**config.mk**
```make
export PLATFORM = sky130hd
export DESIGN_NAME = csi_frame_sequencer
export DESIGN_NICKNAME = d
export VERILOG_FILES = /design/src/rtl/csi_pkg.sv /design/src/rtl/csi_frame_sequencer_sat_counter.sv /design/src/rtl/csi_frame_sequencer.sv
export SDC_FILE = /design/constraint.sdc
export NUM_CORES = 1
export LEC_CHECK = 0
export BUFFER_PORTS_ARGS = -buffer_cell sky130_fd_sc_hd__buf_2
export CORE_UTILIZATION = 50
export DETAILED_ROUTE_END_ITERATION = 16
export PLACE_DENSITY_LB_ADDON = 0.08
export SLEW_MARGIN = 25
export SYNTH_ARGS = -nofsm -noshare
export SYNTH_HDL_FRONTEND = slang
export SYNTH_HIERARCHICAL = 1
export SYNTH_SLANG_ARGS = --single-unit
```
**constraint.sdc**
```tcl
create_clock -name clk_in -period 3.51 [get_ports clk_in]
set_input_delay 0.351 -clock clk_in [delete_from_list [all_inputs] [get_ports clk_in]]
set_output_delay 0.351 -clock clk_in [all_outputs]
set_load 0.05 [all_outputs]
```
**src/rtl/csi_pkg.sv**
```systemverilog
// Shared types and constants for the CSI frame sequencer.
// No logic: sequencer state encoding, the {Q,I} sample layout, default FFT config word.
// Imported by every file of the sequencer and by its bench.
package csi_pkg;

   // Reference FFT size; the sample counter is CNT_W bits wide at this size.
   localparam int NFFT_DEFAULT = 64;
   localparam int CNT_W        = $clog2(NFFT_DEFAULT);

   // Forward transform with the usual scale schedule for a 64-point core.
   localparam logic [15:0] CSI_FFT_CFG_DEFAULT = 16'h0157;

   typedef enum logic [2:0] {
      CONFIG,
      IDLE,
      STREAM,
      PAD,
      DRAIN
   } seq_state_t;

   typedef struct packed {
      logic [15:0] q;
      logic [15:0] i;
   } iq_t;

endpackage

```
**src/rtl/csi_frame_sequencer_sat_counter.sv**
```systemverilog
// Status event counter that either saturates at all-ones or wraps.
// Latency: count reflects an inc one clock later.
// Backpressure: none; every inc is taken.
module sat_counter
   import csi_pkg::*;
#(
   parameter int WIDTH    = 16,
   parameter bit SATURATE = 1'b1
) (
   input  logic             clk,
   input  logic             rst_n,
   input  logic             inc,
   output logic [WIDTH-1:0] count
);

   // Count up on inc; hold at all-ones when saturating, roll over otherwise.
   always_ff @(posedge clk) begin
      if (!rst_n) begin
         count <= '0;
      end else if (inc && !(SATURATE && (&count))) begin
         count <= count + WIDTH'(1);
      end
   end

endmodule

```
**src/rtl/csi_frame_sequencer.sv**
```systemverilog
// Frame sequencer between the LTS extractor and the FFT core: configures the FFT, forces NFFT-sample frames.
// Latency: zero-cycle data passthrough while streaming; one idle cycle between frames.
// Backpressure: FFT tready passes straight upstream; upstream is held while configuring or at the in-flight limit.
// Optional watchdog on in-flight frames: define CSI_SEQ_WATCHDOG_EN.
module csi_frame_sequencer
   import csi_pkg::*;
#(
   parameter int NFFT         = NFFT_DEFAULT,
   parameter int MAX_INFLIGHT = 2,
   parameter int CFG_WIDTH    = 16,
   parameter int WDT_CYCLES   = 4096
) (
   input  logic                 clk_in,
   input  logic                 rst_n_in,
   input  logic [CFG_WIDTH-1:0] cfg_word_in,
   input  logic                 lts_axis_tvalid,
   input  logic                 lts_axis_tlast,
   input  logic [31:0]          lts_axis_tdata,
   output logic                 lts_axis_tready,
   output logic                 fft_axis_tvalid,
   output logic                 fft_axis_tlast,
   output logic [31:0]          fft_axis_tdata,
   input  logic                 fft_axis_tready,
   output logic                 cfg_axis_tvalid,
   output logic [CFG_WIDTH-1:0] cfg_axis_tdata,
   input  logic                 cfg_axis_tready,
   input  logic                 csi_done_in,
   output logic [3:0]           inflight_out,
   output logic [15:0]          frame_count_out,
   output logic [15:0]          short_count_out,
   output logic [15:0]          long_count_out,
   output logic                 wdt_err_out
);

   localparam int CW = $clog2(NFFT);

   seq_state_t           state;
   logic [CW-1:0]        cnt;
   logic [CFG_WIDTH-1:0] cfg_shadow;
   logic                 cfg_vld;

   logic                 at_last;
   logic                 up_hs;
   logic                 frame_end;
   logic                 retire;
   logic                 short_evt;
   logic                 long_evt;
   logic                 wdt_fire;
   logic [3:0]           inflight_nxt;
   iq_t                  out_sample;

   assign at_last   = (cnt == CW'(NFFT - 1));
   assign up_hs     = lts_axis_tvalid && lts_axis_tready;
   // fft_axis_tlast is only ever high on sample NFFT-1, so this is the one frame-end event.
   assign frame_end = fft_axis_tvalid && fft_axis_tready && fft_axis_tlast;
   // A retire pulse with nothing outstanding is dropped rather than underflowing.
   assign retire    = csi_done_in && (inflight_out != 4'd0);
   assign short_evt = (state == STREAM) && up_hs && lts_axis_tlast && !at_last;
   assign long_evt  = (state == STREAM) && up_hs && !lts_axis_tlast && at_last;

   assign cfg_axis_tvalid = cfg_vld;
   assign cfg_axis_tdata  = cfg_vld ? cfg_shadow : '0;
   assign fft_axis_tdata  = out_sample;

   // Data-path mux: passthrough while streaming, zero fill while padding, sink while draining.
   always_comb begin
      lts_axis_tready = 1'b0;
      fft_axis_tvalid = 1'b0;
      fft_axis_tlast  = 1'b0;
      out_sample      = '0;
      case (state)
         STREAM: begin
            fft_axis_tvalid = lts_axis_tvalid;
            lts_axis_tready = fft_axis_tready;
            out_sample      = iq_t'(lts_axis_tdata);
            fft_axis_tlast  = at_last;
         end
         PAD: begin
            fft_axis_tvalid = 1'b1;
            fft_axis_tlast  = at_last;
         end
         DRAIN: begin
            lts_axis_tready = 1'b1;
         end
         default: begin
         end
      endcase
   end

   // Next in-flight count: +1 per delivered frame, -1 per retired frame, watchdog flush wins.
   always_comb begin
      inflight_nxt = inflight_out;
      if (frame_end && !retire) begin
         inflight_nxt = inflight_out + 4'd1;
      end else if (!frame_end && retire) begin
         inflight_nxt = inflight_out - 4'd1;
      end
      if (wdt_fire) begin
         inflight_nxt = frame_end ? 4'd1 : 4'd0;
      end
   end

   // Sequencer FSM: config handshake, per-frame sample counting, frame-end bookkeeping.
   always_ff @(posedge clk_in) begin
      if (!rst_n_in) begin
         state        <= CONFIG;
         cfg_shadow   <= cfg_word_in;
         cfg_vld      <= 1'b0;
         cnt          <= '0;
         inflight_out <= 4'd0;
      end else begin
         inflight_out <= inflight_nxt;
         case (state)
            CONFIG: begin
               // Valid rises the cycle after entry from reset; shadow is frozen while it is up.
               if (!cfg_vld) begin
                  cfg_vld <= 1'b1;
               end else if (cfg_axis_tready) begin
                  cfg_vld <= 1'b0;
                  state   <= IDLE;
               end
            end
            IDLE: begin
               // Only here, between frames, may a new config word take effect.
               if (cfg_word_in != cfg_shadow) begin
                  cfg_shadow <= cfg_word_in;
                  cfg_vld    <= 1'b1;
                  state      <= CONFIG;
               end else if (inflight_out < 4'(MAX_INFLIGHT)) begin
                  state <= STREAM;
               end
            end
            STREAM: begin
               if (up_hs) begin
                  if (at_last) begin
                     cnt   <= '0;
                     state <= lts_axis_tlast ? IDLE : DRAIN;
                  end else begin
                     cnt <= cnt + CW'(1);
                     if (lts_axis_tlast) begin
                        state <= PAD;
                     end
                  end
               end
            end
            PAD: begin
               if (fft_axis_tready) begin
                  if (at_last) begin
                     cnt   <= '0;
                     state <= IDLE;
                  end else begin
                     cnt <= cnt + CW'(1);
                  end
               end
            end
            DRAIN: begin
               if (lts_axis_tvalid && lts_axis_tlast) begin
                  state <= IDLE;
               end
            end
            default: begin
               state <= CONFIG;
            end
         endcase
      end
   end

`ifdef CSI_SEQ_WATCHDOG_EN
   localparam int TMR_W = $clog2(WDT_CYCLES + 1);

   logic [TMR_W-1:0] wdt_tmr;
   logic             wdt_err;

   assign wdt_fire    = (inflight_out != 4'd0) && !csi_done_in &&
                        (wdt_tmr == TMR_W'(WDT_CYCLES - 1));
   assign wdt_err_out = wdt_err;

   // Timer runs while frames are outstanding with no retirement; a timeout flushes in-flight and latches the error.
   always_ff @(posedge clk_in) begin
      if (!rst_n_in) begin
         wdt_tmr <= '0;
         wdt_err <= 1'b0;
      end else begin
         if ((inflight_out == 4'd0) || csi_done_in || wdt_fire) begin
            wdt_tmr <= '0;
         end else begin
            wdt_tmr <= wdt_tmr + TMR_W'(1);
         end
         if (wdt_fire) begin
            wdt_err <= 1'b1;
         end
      end
   end
`else
   // Watchdog compiled out: no flush and an error flag that stays low for any WDT_CYCLES.
   localparam logic WDT_TIE = (WDT_CYCLES > 0) ? 1'b0 : 1'b0;
   assign wdt_fire    = 1'b0;
   assign wdt_err_out = WDT_TIE;
`endif

   sat_counter #(.WIDTH(16), .SATURATE(1'b0)) u_frame_cnt (
      .clk   (clk_in),
      .rst_n (rst_n_in),
      .inc   (frame_end),
      .count (frame_count_out)
   );

   sat_counter #(.WIDTH(16), .SATURATE(1'b1)) u_short_cnt (
      .clk   (clk_in),
      .rst_n (rst_n_in),
      .inc   (short_evt),
      .count (short_count_out)
   );

   sat_counter #(.WIDTH(16), .SATURATE(1'b1)) u_long_cnt (
      .clk   (clk_in),
      .rst_n (rst_n_in),
      .inc   (long_evt),
      .count (long_count_out)
   );

endmodule

```
==> metrics.md, run 1 <==
| Metric | Value |
|---|---|
| Flop-to-flop setup slack | about 0.41 ns |
| Post-CTS setup buffers | 0 |
| Setup Skew | 0.0172 ns |
| Clock sink total | between 70 and 80 |
| Worst EP required | 3.78 ns |
| Cell-by-cell trace of the critical path | and2b_4, nand4_1, nor3b_1, nand2_1, or3_1, or4_1, a21oi_1 |
| Worst Reg2Reg Path Length in Cells | 7 |
| Post-cts hold buffer count | 0 |
| Max Cap Viol | 0 |
| Cell Pwr Density | 346 nW/um2 |
| Root Buffer | clkbuf_8 |
| Vias in the first global route | roughly 3500 |
| Number of flops mapped to enable cells by yosys | 16 |
| Starting density of the core | 0.518 |
| Maximum VDD drop | a little under 0.3 mV |
| Layout area overhead | 24.6% |
| Synthesized Nets | 544 |
| Crit Path Class | reg2reg |
| Main flop type after synthesis | dfxtp_1 |
| Global Route met3 Usage | 0.0354 |
| Seq cells post-synth | 78 |
| Cell area after synthesis | 4280 um2 |
| Top Ports | 160 |
| Filler cells | between 700 and 800 |
| Routed Antenna Nets | 0 |
| Slew HR | 0.416 |
| H-tree Lvls | 3 |
| Final Cycle Share | 0.883 |
| Ys Warns | 6 |
| Yosys cell types | between 60 and 70 |
| GRT Max-Usage Layer | met2 |
| Fin. Hold Viols | 0 |
| Total GRT Usage | 0.228 |
| Pins Over Slew Limit | 0 |
| Pin count of the biggest net entering global routing | just over 40 |
| Worst setup EP type | flop |
| Die Y | approximately 95 um |
| Arrival @ worst endpoint | roughly 3.4 ns |
| CORE AREA | 8260 um2 |
| Die width | between 90 and 100 um |
| CP max stage delay | slightly above 0.6 ns |
| Worst path slowest cell | nor3b_1 |
| HP Class | in2reg |
| Ranking of synthesized cells by area | dfxtp_1 (29%), edfxtp_1 (11%), xnor2_1 (6.1%), and3_1 (4.7%), and2_1 (3.1%) |
| Final core area utilization | 0.646 |
| Post-Route WL | about 11000 um |
| Share of post-route cells with drive strength above 1 | 0.303 |
| Area leader, netlist | dfxtp_1 |
| First-pass GRT wire length | 16200 um |
| F_max | ~320 MHz |
| Startpoint types | flop |
| PortBufs | 158 |
| Critical Path Start | state[2] |
| Clk_lat worst skew | roughly 0.35 ns |
| Crit-path max FO | 40 |
| Syn_area_per_cell | between 8 and 9 um2 |
| Mapped Cells | roughly 480 |
| Final HPWL DP | about 8000 um |
| Worst flop-to-flop path endpoint | u_short_cnt/count[15] |
| Most frequent cell after synthesis | dfxtp_1 |
| GPL Wtd Cong | about 0.81 |
| Register area | roughly 1700 um2 |
| Outcome | finished clean |
| Vias per cell | around 5.5 |
| Resized Gates After CTS | 0 |
| Worst-Margin Slew | slightly below 0.9 ns |
| Setup TNS | 0 ns |
| Met1 usage | 0.287 |
| Register area share after synthesis | 0.402 |
| DRC viols | 0 |
| R2r startpoint | state[2] |
| Worst-path clk slew | roughly 0.10 ns |
| CTS tree | yes |
| Initial detailed-routing violation count | between 100 and 150 |
| Final Critical Period | a little over 3 ns |
| Full die area | 8940 um2 |
| Row Count | 33 |
| Leak | roughly 0.0024 uW |
| RSZ-0062 raised after global routing | no |
| Async SR Flop Fraction | 0 |
| Aggregate global routing overflow | 0 |
| Max clock buf depth | 2 |
| CP Capture Point | u_short_cnt/count[15] |
| Nets | 694 |
| Antenna violations before repair | 0 |
| DR pass1 iterations | 4 |
| Yosys top cell area share | 0.290 |
| Synth top cells by count | dfxtp_1 (62), nor2_1 (34), nand2_1 (33), and3_1 (32), xnor2_1 (30) |
| # diodes | 0 |
| Wire length per cell | 14.2 um |
| Final Setup Violations | 0 |
| Routed via count | 4059 |
| Area occupied by multi-input gates | ~2400 um2 |
| Inserted Clock Buffers | 9 |
| M2 GR Usage | 0.394 |
report_power, final:
group          switching (uW)  internal (uW)
clock                     373            348
combinational             116           63.4
sequential               15.3            933
registers in the layout (all words and copies together) (netlist names):
name / flops
cfg_shadow: 16
u_short_cnt/count: 16
cfg_axis_tvalid: 1
u_long_cnt/count: 16
inflight_out: 4
cnt: 6
u_frame_cnt/count: 16
state: 3
cell usage in the layout (no fill, tap or decap), types with 3 or more instances in the layout:
master	netlist	layout
mux2i_1	11	11
a211oi_1	4	4
nor2_1	34	34
xnor2_1	30	30
inv_1	15	15
nand3_1	21	21
edfxtp_1	16	16
buf_4	1	3
and3_1	32	32
a21oi_1	22	22
o41ai_1	3	3
inv_6	0	3
nand2_1	33	33
or2_2	3	3
dfxtp_1	62	62
a31oi_1	4	4
or3_1	6	6
clkbuf_8	0	9
nand2b_1	7	7
nand4_1	20	20
nor3_1	13	13
and2_1	21	21
xor2_1	6	6
buf_2	2	158
o31ai_1	14	13
o21ai_0	11	11
ha_1	7	7
or3_2	3	3
and4_1	4	4
or4_1	12	12
nor4_1	8	8
area by class of cell:
class	instances	area share
clock inverters	7	0.0164
repair buffers	161	0.152
well taps	105	0.0246
clock buffers	9	0.0232
inverters	15	0.0106
flip-flops and latches	78	0.323
multi-input cells	366	0.450
worst min-delay path by stage:
stage | end | slack [ns] | cells after the start | startpoint
2_1_floorplan | cfg_shadow[0] | 0.45 | 0 | cfg_word_in[0]
3_3_place_gp | u_frame_cnt/count[15] | 0.45 | 2 | u_frame_cnt/count[15]
3_5_place_dp | u_frame_cnt/count[15] | 0.46 | 2 | u_frame_cnt/count[15]
4_1_cts | cfg_shadow[4] | 0.18 | 1 | cfg_word_in[4]
5_1_grt | cfg_shadow[4] | 0.18 | 1 | cfg_word_in[4]
6_report | cfg_shadow[4] | 0.20 | 1 | cfg_word_in[4]
per-layer routing:
metal	up-vias	share of wire
met4	0	0.013
met1	1871	0.44
met5	-	0
met3	11	0.061
met2	121	0.48
li1	2056	-
kinds of logic after synthesis:
| logic type | Yosys count | synth area share |
|---|---|---|
| other cells | 1 | 0.000876 |
| flops | 78 | 0.402 |
| compound gates | 74 | 0.116 |
| simple gates | 236 | 0.319 |
| xor+xnor | 36 | 0.0736 |
| buf+inv | 37 | 0.0380 |
| fa+ha+maj | 8 | 0.0251 |
| mux | 11 | 0.0257 |
worst max-delay path, delay by kind of cell, from the launching register on:
family          cells  cell delay [ns]
flops               1             0.41
compound gates      1             0.16
simple gates        6             2.45
stage by stage:
step | cell area, um2 | total power (uW) | hold WS, ns | setup slack (ns) | cells
3_3_place_gp | 5120 | 1150 | 0.454 | 0.634 | 725
6_report | 5340 | 1850 | 0.195 | 0.409 | 741
3_5_place_dp | 5120 | 1150 | 0.459 | 0.481 | 725
5_1_grt | 5340 | 1920 | 0.181 | 0.131 | 741
4_1_cts | 5340 | 1870 | 0.181 | 0.459 | 741
2_1_floorplan | 4280 | 1080 | 0.450 | 0.201 | 481
Note: power is estimated with default switching activity, not from simulation.
==> run 2: changes to the inputs <==
--- a/config.mk
+++ b/config.mk
@@ -6,6 +6,7 @@
 export NUM_CORES = 1
 export LEC_CHECK = 0
 export BUFFER_PORTS_ARGS = -buffer_cell sky130_fd_sc_hd__buf_2
+export CORE_ASPECT_RATIO = 0.6
 export CORE_UTILIZATION = 50
 export DETAILED_ROUTE_END_ITERATION = 16
 export PLACE_DENSITY_LB_ADDON = 0.08
==> run 2 against run 1 <==
Compared with the run above:
- non-clock buffer count increased by 1
- register-to-register slack gained 0.12 ns
- total power increased by 14%
- final area grew 2.2%
- cell count is 0.54% higher
- sequential cell count did not move
- global-route usage increased by 2.2 points
- sequential share of layout area decreased by 0.70 points
- core utilization up 3.0 points
- clock skew fell by 0.010 ns
- critical path type unchanged
- largest cell class unchanged
- highest routed layer unchanged
==> metrics.md, run 2 (same netlist as run 1, synthesis figures left out) <==
| Metric | Value |
|---|---|
| Cell-by-cell trace of the critical path | and2b_4, nand4_1, nor3_1, nand2_1, or3_1, or4_1, a21oi_1 (was and2b_4, nand4_1, nor3b_1, nand2_1, or3_1, or4_1, a21oi_1) |
| Final HPWL DP | 8090 um (was 7820 um) |
| Most frequent cells in the layout | buf_2 (158), dfxtp_1 (62), nor2_1 (34), nand2_1 (33), and3_1 (32) (unchanged) |
| Full die area | 8950 um2 (was 8940 um2) |
| Leak | 0.00244 uW (was 0.00239 uW) |
| End of the worst hold path | cfg_shadow[5] (was cfg_shadow[4]) |
| Fin. Hold Viols | 0 (unchanged) |
| Worst-Margin Slew | 0.982 ns (was 0.868 ns) |
| GPL Wtd Cong | 0.848 (was 0.810) |
| PortBufs | 158 (unchanged) |
| Clk pwr share | 0.465 (was 0.390) |
| Worst setup EP type | flop (unchanged) |
| Maximum VDD drop | 0.349 mV (was 0.293 mV) |
| Cell Pwr Density | 387 nW/um2 (was 346 nW/um2) |
| Outcome | finished clean (unchanged) |
| Worst-path clk slew | 0.06 ns (was 0.10 ns) |
| Aggregate global routing overflow | 0 (unchanged) |
| Initial detailed-routing violation count | 294 (was 141) |
| Setup Skew | 0.00706 ns (was 0.0172 ns) |
| Final Setup Violations | 0 (unchanged) |
| Post-route insts no fill | 745 (was 741) |
| Sw Ratio | 0.236 (was 0.273) |
| Row Count | 25 (was 33) |
| Register area | 1720 um2 (unchanged) |
| Worst path slowest cell | or4_1 (was nor3b_1) |
| CTS tree | yes (unchanged) |
| Root Buffer | clkbuf_16 (was clkbuf_8) |
| Layout area overhead | 27.4% (was 24.6%) |
| CP max stage delay | 0.54 ns (was 0.61 ns) |
| Filler cells | 687 (was 740) |
| Cell Count Post-Placement | 729 (was 725) |
| CORE AREA | 8070 um2 (was 8260 um2) |
| Crit Path Class | reg2reg (unchanged) |
| P_sw | 497 uW (was 505 uW) |
| Inserted Clock Buffers | 9 (unchanged) |
| Max Cap Viol | 0 (unchanged) |
| Area occupied by multi-input gates | 2400 um2 (unchanged) |
| Buffers plus inverters on the worst setup path | 0 (unchanged) |
| Routed via count | 4155 (was 4059) |
| First-pass GRT wire length | 17300 um (was 16200 um) |
| Share of post-route cells with drive strength above 1 | 0.303 (about the same) |
| HP Start | cfg_word_in[5] (was cfg_word_in[4]) |
| Pint | 1610 uW (was 1340 uW) |
| Worst EP required | 3.76 ns (was 3.78 ns) |
| Hold path depth | 1 (unchanged) |
| # diodes | 0 (unchanged) |
| Die width | 121 um (was 94.5 um) |
| R2r startpoint | state[2] (unchanged) |
| Vias per cell | 5.58 (was 5.48) |
| F_max | 336 MHz (was 323 MHz) |
| Post-CTS setup buffers | 0 (unchanged) |
| Commonest non-fill, non-tap cell in the layout | buf_2 (unchanged) |
| Arrival @ worst endpoint | 3.23 ns (was 3.37 ns) |
| Starting density of the core | 0.531 (was 0.518) |
| Slew HR | 0.339 (was 0.416) |
| Clock sink total | 78 (unchanged) |
| Sequential Power Share | 0.451 (was 0.513) |
| H-tree Lvls | 3 (unchanged) |
| Final Cycle Share | 0.848 (was 0.883) |
| Antenna violations before repair | 0 (unchanged) |
| Post-Route WL | 11100 um (was 10500 um) |
| Top Ports | 160 (unchanged) |
| HP Class | in2reg (unchanged) |
| Setup TNS | 0 ns (unchanged) |
| Die Y | 73.7 um (was 94.5 um) |
| Vias in the first global route | 3548 (was 3492) |
| Routed Antenna Nets | 0 (unchanged) |
| Total GRT Usage | 0.250 (was 0.228) |
| Resized Gates After CTS | 0 (unchanged) |
| Family with the most delay on the worst path | simple AND/OR/NAND/NOR gates (unchanged) |
| DRC viols | 0 (unchanged) |
| Max clock buf depth | 2 (unchanged) |
| DR pass1 iterations | 5 (was 4) |
| Nets | 695 (was 694) |
| Pins Over Slew Limit | 0 (unchanged) |
| Clk_lat worst skew | 0.34 ns (was 0.35 ns) |
| Worst Reg2Reg Path Length in Cells | 7 (unchanged) |
| Pin count of the biggest net entering global routing | 41 (unchanged) |
| Combinational power share | 0.085 (was 0.097) |
| RSZ-0062 raised after global routing | no (unchanged) |
| Post-cts hold buffer count | 0 (unchanged) |
| Worst flop-to-flop path endpoint | u_long_cnt/count[15] (was u_short_cnt/count[15]) |
| Startpoint types | flop (unchanged) |
| Wire length per cell | 14.8 um (was 14.2 um) |
| Crit-path max FO | 40 (unchanged) |
| Final Critical Period | 2.98 ns (was 3.10 ns) |
| Flop-to-flop setup slack | 0.53 ns (was 0.41 ns) |
==> run 2: cell count changes in the layout (fill, tap and decap cells not counted), sizes merged <==
cell	previous run	this run
clkbuf	9	12
clkinvlp	0	1
inv	20	16
buf	161	162
==> run 2: worst reg2reg max path: stages, from the launching register on <==
cell and delay [ns]:
dfxtp_1 0.41, and2b_4 0.53, nand4_1 0.19, nor3_1 0.46, nand2_1 0.13, or3_1 0.45
or4_1 0.54, a21oi_1 0.19
==> run 2: final cells by class <==
class	instances	area share
tap	108	0.0248
sequential	78	0.316
timing repair buffer	162	0.150
multi-input combinational	366	0.440
clock buffer	12	0.0491
clock inverter	4	0.00940
inverter	15	0.0103
==> run 2: through the flow <==
step	hold WS (ns)	power, uW	area (um2)	utilization	worst slack, ns
after floorplan	0.450	1080	4280	-	0.201
after global placement	0.452	1140	5140	0.636	0.740
after detailed placement	0.464	1150	5140	0.636	0.600
after CTS	0.208	2120	5460	0.676	0.569
after global routing	0.204	2180	5460	0.676	0.323
final	0.215	2110	5460	0.676	0.534
==> run 2: layer usage <==
layer | vias up | wire length (um) | GRT usage
met4 | 0 | 200 | 0.0864
met3 | 17 | 855 | 0.0753
met2 | 150 | 5120 | 0.404
met5 | - | 0 | 0
li1 | 2066 | - | -
met1 | 1922 | 4870 | 0.320
==> run 2: how the worst max path moves through the flow <==
stage	startpoint	endpoint	slack [ns]	cells past startpoint
6_report	state[2]	u_long_cnt/count[15]	0.53	7
5_1_grt	state[2]	u_long_cnt/count[15]	0.32	7
3_5_place_dp	state[2]	u_long_cnt/count[15]	0.60	7
4_1_cts	state[2]	u_long_cnt/count[15]	0.57	7
3_3_place_gp	state[2]	u_short_cnt/count[15]	0.74	8
2_1_floorplan	state[2]	u_short_cnt/count[15]	0.20	10
==> run 2: power by group through the flow <==
stage	Sequential [uW]	Clock, uW	Combinational (uW)
after CTS	950	994	178
after detailed placement	970	0	178
after global routing	953	1040	192
after global placement	969	0	175
final	951	980	178
after floorplan	965	0	117
==> run 3: changes to the inputs <==
--- a/config.mk
+++ b/config.mk
@@ -7,7 +7,7 @@
 export LEC_CHECK = 0
 export BUFFER_PORTS_ARGS = -buffer_cell sky130_fd_sc_hd__buf_2
 export CORE_ASPECT_RATIO = 0.6
-export CORE_UTILIZATION = 50
+export CORE_UTILIZATION = 45
 export DETAILED_ROUTE_END_ITERATION = 16
 export PLACE_DENSITY_LB_ADDON = 0.08
 export SLEW_MARGIN = 25
==> constraint.sdc (replaced) <==
create_clock -name clk_in -period 2.49 [get_ports clk_in]
set_input_delay 0.249 -clock clk_in [delete_from_list [all_inputs] [get_ports clk_in]]
set_output_delay 0.249 -clock clk_in [all_outputs]
set_load 0.05 [all_outputs]
==> run 3 against run 2 <==
Compared with the run above:
- setup slack got worse by 0.44 ns
- non-clock buffer count rose by 19
- sequential share of layout area shrank 1.4 points
- critical path type unchanged
==> metrics.md, run 3 (same netlist as run 1, synthesis figures left out) <==
| Metric | Value |
|---|---|
| Family with the most delay on the worst path | simple AND/OR/NAND/NOR gates (unchanged) |
| Critical Path Start | state[2] (unchanged) |
| CORE AREA | 9190 um2 (was 8070 um2) |
| CTS tree | yes (unchanged) |
| F_max | 418 MHz (was 336 MHz) |
| Wire length per cell | 14.9 um (was 14.8 um) |
| Worst-path clk slew | 0.06 ns (about the same) |
| Die Y | 77.6 um (was 73.7 um) |
| Inserted Clock Buffers | 9 (unchanged) |
| Total GRT Usage | 0.237 (was 0.250) |
| Slew HR | 0.394 (was 0.339) |
| DRC viols | 0 (unchanged) |
| Crit-path max FO | 6 (was 40) |
| Crit Path Class | reg2reg (unchanged) |
| Fin area | 5740 um2 (was 5460 um2) |
| Die width | 128 um (was 121 um) |
| Share of post-route cells with drive strength above 1 | 0.354 (was 0.303) |
| Worst setup EP type | flop (unchanged) |
| Worst path slowest cell | or4_1 (unchanged) |
| Fin. Hold Viols | 0 (unchanged) |
| Full die area | 9920 um2 (was 8950 um2) |
| Clock sink total | 78 (unchanged) |
| GPL Wtd Cong | 0.834 (was 0.848) |
| # diodes | 0 (unchanged) |
| Antenna violations before repair | 0 (unchanged) |
| Root Buffer | clkbuf_16 (unchanged) |
| HP Start | cfg_word_in[8] (was cfg_word_in[5]) |
| Nets | 714 (was 695) |
| Routed via count | 4231 (was 4155) |
| Vias per cell | 5.38 (was 5.58) |
| Max Cap Viol | 0 (unchanged) |
| Clk_lat worst skew | 0.34 ns (about the same) |
| Final HPWL DP | 8620 um (was 8090 um) |
| Worst-Margin Slew | 0.897 ns (was 0.982 ns) |
| PortBufs | 158 (unchanged) |
| Outcome | finished clean (unchanged) |
| Final Setup Violations | 0 (unchanged) |
| Row Count | 27 (was 25) |
| Post-place instance area | 5320 um2 (was 5140 um2) |
| Pins Over Slew Limit | 0 (unchanged) |
| HP Class | in2reg (unchanged) |
| Routed Antenna Nets | 0 (unchanged) |
| Cell Pwr Density | 532 nW/um2 (was 387 nW/um2) |
| Setup slack after layout | 0.0982 ns (was 0.534 ns) |
| Maximum VDD drop | 0.288 mV (was 0.349 mV) |
| DR pass1 iterations | 5 (unchanged) |
| Final Critical Period | 2.39 ns (was 2.98 ns) |
| Aggregate global routing overflow | 0 (unchanged) |
| Final core area utilization | 0.624 (was 0.676) |
| Startpoint types | flop (unchanged) |
| Most frequent cells in the layout | buf_2 (158), dfxtp_1 (59), nand2_1 (33), nor2_1 (33), and3_1 (32) (was buf_2 (158), dfxtp_1 (62), nor2_1 (34), nand2_1 (33), and3_1 (32)) |
| Worst slack, placed | 0.00821 ns (was 0.600 ns) |
| Final hold slack | 0.112 ns (was 0.215 ns) |
| Worst EP required | 2.75 ns (was 3.76 ns) |
| Leak | 0.00256 uW (was 0.00244 uW) |
| Setup Skew | 0.0102 ns (was 0.00706 ns) |
| First-pass GRT wire length | 18600 um (was 17300 um) |
| Buffers plus inverters on the worst setup path | 0 (unchanged) |
| Flop-to-flop setup slack | 0.1 ns (was 0.53 ns) |
| Layout area overhead | 34.0% (was 27.4%) |
| CP max stage delay | 0.51 ns (was 0.54 ns) |
| Cell-by-cell trace of the critical path | nand3b_1, a21oi_4, nand4_1, nor3_4, nand2_1, or3_4, or4_1, a21oi_1 (was and2b_4, nand4_1, nor3_1, nand2_1, or3_1, or4_1, a21oi_1) |
| Setup TNS | 0 ns (unchanged) |
| Final Cycle Share | 0.961 (was 0.848) |
| R2r startpoint | state[2] (unchanged) |
| Top Ports | 160 (unchanged) |
| Post-Route WL | 11700 um (was 11100 um) |
| Starting density of the core | 0.466 (was 0.531) |
| Vias in the first global route | 3845 (was 3548) |
| Commonest non-fill, non-tap cell in the layout | buf_2 (unchanged) |
| Max clock buf depth | 2 (unchanged) |
| H-tree Lvls | 3 (unchanged) |
| Initial detailed-routing violation count | 305 (was 294) |
| Pin count of the biggest net entering global routing | 35 (was 41) |
| Arrival @ worst endpoint | 2.65 ns (was 3.23 ns) |
==> run 3: changes by cell type in the layout (fill, tap and decap cells not counted), sizes merged <==
| cell | before | now |
|---|---|---|
| clkinvlp | 1 | 0 |
| clkbuf | 12 | 11 |
| clkinv | 1 | 2 |
| buf | 162 | 181 |
| bufinv | 1 | 2 |
==> run 3: what timing repair did <==
action / CTS / global route
pin swaps: 0 / 3
setup buffers: 0 / 3
endpoints found under the hold margin: 0 / 0
setup endpoints to repair: 1 / 17
gates resized for setup: 0 / 18
hold buffers: 0 / 0
==> run 3: per-layer routing <==
metal  share of wire  GRT usage  vias up
li1                -          -     2100
met1            0.49      0.332     1954
met2            0.44      0.352      167
met3           0.066     0.0724       10
met4          0.0077     0.0600        0
met5               0          0        -
==> run 3: per-stage QoR <==
step | power (uW) | std cells
after floorplan | 1530 | 481
after global placement | 1630 | 767
after detailed placement | 1630 | 767
after CTS | 3090 | 783
after global routing | 3170 | 786
final | 3050 | 786
==> run 3: report_power, final <==
part	switching (uW)	leakage [uW]	internal, uW
sequential	22.2	0.000660	1320
combinational	170	0.00174	92.1
clock	520	0.000166	933
==> run 3: final timing paths <==
kind | end | cells past startpoint
setup / recovery | u_long_cnt/count[15] | 8
hold / removal | cfg_shadow[8] | 1
setup reg to reg | u_long_cnt/count[15] | 8
hold reg to reg | u_frame_cnt/count[14] | 2
==> run 3: final cells by class <==
cell class / instances / area, um2
clock inverters: 5 / 80.1
flip-flops and latches: 78 / 1730
repair buffers: 181 / 963
fillers: 840 / 3450
well taps: 130 / 163
multi-input cells: 366 / 2490
inverters: 15 / 56.3
clock buffers: 11 / 253
==> run 3: worst reg2reg max path: stages (launching register included) <==
cell and delay [ns]:
dfxtp_2 0.34, nand3b_1 0.20, a21oi_4 0.15, nand4_1 0.20, nor3_4 0.30, nand2_1 0.11
or3_4 0.37, or4_1 0.51, a21oi_1 0.15
